## src/rtl/mem_access_ctrl.sv

```systemverilog
// Memory-stage access controller: turns EX/MEM load/store requests into
// a fixed-length external memory access and freezes the pipeline meanwhile.
module mem_access_ctrl #(
   parameter int unsigned ACCESS_CYCLES = 5,
   parameter logic [31:0] BASE_ADDR     = 32'd1024
) (
   input  logic        clk,
   input  logic        rst,
   input  logic        MEM_R_EN,
   input  logic        MEM_W_EN,
   input  logic [31:0] ALU_result,
   input  logic [31:0] ST_val,
   input  logic [31:0] mem_rdata,
   output logic [31:0] Mem_read_value,
   output logic        ready,
   output logic [15:0] mem_addr,
   output logic [31:0] mem_wdata,
   output logic        mem_we,
   output logic        mem_re
);

   typedef enum logic [1:0] {
      IDLE,
      ACCESS,
      DONE
   } state_t;

   localparam logic [3:0] CNT_INIT = 4'(ACCESS_CYCLES);

   state_t      state;
   state_t      state_nx;
   logic [3:0]  cnt;
   logic [3:0]  cnt_nx;
   logic        is_wr;
   logic        is_wr_nx;
   logic        capture;
   logic        req;
   logic [31:0] offset;
   logic [15:0] offset_unused;

   assign req           = MEM_R_EN | MEM_W_EN;
   assign offset        = ALU_result - BASE_ADDR;
   assign mem_addr      = offset[17:2];
   assign offset_unused = {offset[31:18], offset[1:0]};
   assign mem_wdata     = ST_val;

   // State, counter, access type and load result registers
   always_ff @(posedge clk) begin
      if (rst) begin
         state          <= IDLE;
         cnt            <= 4'd0;
         is_wr          <= 1'b0;
         Mem_read_value <= 32'h0;
      end else begin
         state <= state_nx;
         cnt   <= cnt_nx;
         is_wr <= is_wr_nx;
         if (capture) begin
            Mem_read_value <= mem_rdata;
         end
      end
   end

   // Next-state, counter, strobes and pipeline-freeze decode
   always_comb begin
      state_nx = state;
      cnt_nx   = cnt;
      is_wr_nx = is_wr;
      capture  = 1'b0;
      ready    = 1'b0;
      mem_we   = 1'b0;
      mem_re   = 1'b0;
      unique case (state)
         IDLE: begin
            ready = ~req;
            if (req) begin
               state_nx = ACCESS;
               cnt_nx   = CNT_INIT;
               is_wr_nx = MEM_W_EN;
            end
         end
         ACCESS: begin
            mem_we = is_wr;
            mem_re = ~is_wr;
            cnt_nx = cnt - 4'd1;
            if (cnt == 4'd1) begin
               state_nx = DONE;
               capture  = ~is_wr;
            end
         end
         DONE: begin
            ready    = 1'b1;
            state_nx = IDLE;
         end
         default: begin
            state_nx = IDLE;
         end
      endcase
   end

endmodule

```

## config.mk

```make
export PLATFORM = sky130hd
export DESIGN_NAME = mem_access_ctrl
export DESIGN_NICKNAME = d
export VERILOG_FILES = /design/src/rtl/mem_access_ctrl.sv
export SDC_FILE = /design/constraint.sdc
export NUM_CORES = 1
export LEC_CHECK = 0
export ABC_AREA = 1
export CORE_UTILIZATION = 33
export CTS_CLUSTER_SIZE = 25
export DETAILED_ROUTE_END_ITERATION = 12
export GPL_TIMING_DRIVEN = 0
export PLACE_DENSITY_LB_ADDON = 0.12
export SYNTH_ARGS = -nofsm -noshare
export SYNTH_HDL_FRONTEND = slang
export SYNTH_SLANG_ARGS = --single-unit
```

## constraint.sdc

```tcl
create_clock -name clk -period 1.5 [get_ports clk]
set_input_delay 0.3 -clock clk [delete_from_list [all_inputs] [get_ports clk]]
set_output_delay 0.3 -clock clk [all_outputs]
set_load 0.05 [all_outputs]
```

==> results.ini <==
[timing]
slew_headroom_pct = 64.9
setup_ws_ps = 19.7
fmax_mhz = 676
worstMarginPinSlew_ps = 528
hold_viol_final = 0
period_minus_slack_ps = 1480
rsz0062_at_grt = yes
drv_slew = 0
skew_ps = 8.42
finalCritPeriodShare_pct = 98.7
setup_viol = 0

[drt]
avgViaCountPerCell = 4.28
wl_per_cell_um = 10.8
drt_iter0_drc = 55
drc = 14
firstDrtPassIters = 8
wl_mm = 5.89
antenna_left = 0
vias = 2327

[die]
io_pins = 183
core.rowCount = 29
start_util_pct = 34.6
die_h_um = 84.0
die_area_um2 = 7060
die_w_um = 84.0
core_um2 = 6420

[placed_design]
dp_hpwl_mm = 4.39
io_buffers = 126
postPlaceCellArea_um2 = 3710
gp_congestion = 0.758
place_ws_ps = -1120

[cells_and_area]
final_nets = 569
antennaDiodeCount = 0
syn2layout_area_growth_pct = 76.5
layout_common_cells = clkdlybuf4s50_1, nor2_1, buf_4, inv_1, nand2_1
final_area_um2 = 3920
drive_gt1_share_pct = 25.7
nFillCells = 612
final_common_cell = clkdlybuf4s50_1
regArea_um2 = 788
multi_input_area_um2 = 1000

[yosys]
netlist_instances = 323
synth_area_per_cell_um2 = 6.88
ys_types = 19
syn_area_um2 = 2220
yosysWarnings = 0
syn-num-nets = 426
ys_seq_elements = 39
ys_seq_area_share_pct = 35.2

[setup_path]
cp-start-kind = input port
critPathCaptureType = output pin
crit_buf_inv = 2
max_stage_delay_ps = 220
cpLargestDelayFamily = simple AND/OR/NAND/NOR gates
worstPathMaxFanout = 3
cp.arrival_ps = 1180
cpMaxStageDelayCell = nand4_1
cp.required_ps = 1200
crit_chain = buf_2 -> nor2_4 -> nand4_1 -> xnor2_4 -> buf_6
critical_path_class = input port to output pin

[clocking]
cts-hold-fix-buffers = 0
ctsHtreeMaxLevel = 2
clock_latency_ps = 290
clock_path_buffers = 2
cts.sinks = 39
clkTransAtPathRegs_ps = 80
cts_root_buf = clkbuf_8
cts_tree = done
numCtsBuffers = 5

[grt]
grt_pass1_wl_mm = 9.43
overflow = 0
grt_antenna_before_repair = 0
grt_start_max_net_pins = 13
grt_use_total_pct = 16.4
grt_pass1_vias = 2160

[power_and_ir_drop]
p_total_mw = 4.41
p_leak_nw = 1.93
p_per_area_nw_per_um2 = 1120
ir_drop_uv = 711

[worst_hold_path]
min_path_type = input port to flip-flop

[run_status]
violations = design-rule violations
status = finished with violations

[run]
drv_cap = 0

cells in the mapped netlist:
cell type | instances | area, µm²
inv_1 | 46 | 173
nor2_4 | 3 | 33.8
buf_6 | 4 | 45.0
xor2_1 | 5 | 43.8
nor2_1 | 76 | 285
ha_1 | 3 | 37.5
buf_4 | 43 | 323
nand2_1 | 46 | 173
xnor2_1 | 2 | 17.5
a21oi_1 | 2 | 10.0
nand4_1 | 4 | 25.0
clkbuf_8 | 3 | 41.3
dfxtp_1 | 39 | 781
o21ai_0 | 1 | 5.00
nand3_1 | 38 | 190
nand2_2 | 1 | 6.26
inv_2 | 4 | 15.0
buf_2 | 2 | 10.0
o22ai_1 | 1 | 6.26
state kept, by name, summed over array words and instances, names as in the netlist:
name,flops
Mem_read_value,32
cnt,4
state,2
is_wr,1
area by class of cell:
cell class / instances / share of cell area [%]
multi-input cells: 182 / 25.5
flip-flops and latches: 39 / 20.1
clock buffers: 6 / 2.11
clock inverters: 2 / 0.894
repair buffers: 137 / 33.5
plain buffers: 51 / 10.5
well taps: 77 / 2.46
inverters: 50 / 5.01
tightest hold or removal path, stage by stage:
cell	delay [ps]
dlymetal6s2s_1	130
nand2_1	60
a21oi_1	50
final timing paths:
kind                                   startpoint                 to  slack, ps  cells past startpoint
worst min-delay path                     MEM_W_EN              is_wr        290                      3
worst max register to register             cnt[1]  Mem_read_value[3]        160                      8
worst max-delay path               ALU_result[14]       mem_addr[14]         20                      5
worst min register to register  Mem_read_value[9]  Mem_read_value[9]        480                      2
per-stage QoR:
| step | utilization [%] | setup TNS (ps) | std cells | hold WS (ps) |
|---|---|---|---|---|
| after floorplan | - | -482 | 323 | 369 |
| after global placement | 57.7 | -9730 | 526 | 462 |
| after detailed placement | 57.7 | -9930 | 526 | 470 |
| after CTS | 60.0 | -55.8 | 541 | 484 |
| after global routing | 61.0 | -35.9 | 544 | 297 |
| final | 61.0 | 0 | 544 | 293 |
cells by family after synthesis:
family	share of synthesized area [%]
XOR/XNOR	2.76
AO/OA/AOI/OAI	0.958
AND/OR/NAND/NOR	32.1
flip-flops	35.2
buffers and inverters	27.3
adder cells (fa/ha/maj)	1.69
per-layer routing:
metal	track usage [%]	share of wire, %
met3	4.35	5.9
met1	17.8	40
met4	3.92	0.76
met2	31.4	54
met5	0	0
power breakdown:
| group | switching [mW] | internal, mW | total, mW |
|---|---|---|---|
| Sequential | 0.105 | 1.20 | 1.30 |
| Clock | 0.379 | 0.539 | 0.917 |
| Combinational | 1.38 | 0.803 | 2.19 |
repair_timing:
| item | CTS | global route |
|---|---|---|
| gates resized for setup | 134 | 29 |
| endpoints found under the setup margin | 65 | 45 |
| pin swaps | 10 | 9 |
| setup buffers | 7 | 4 |
Power figures use the tool's default switching activity.
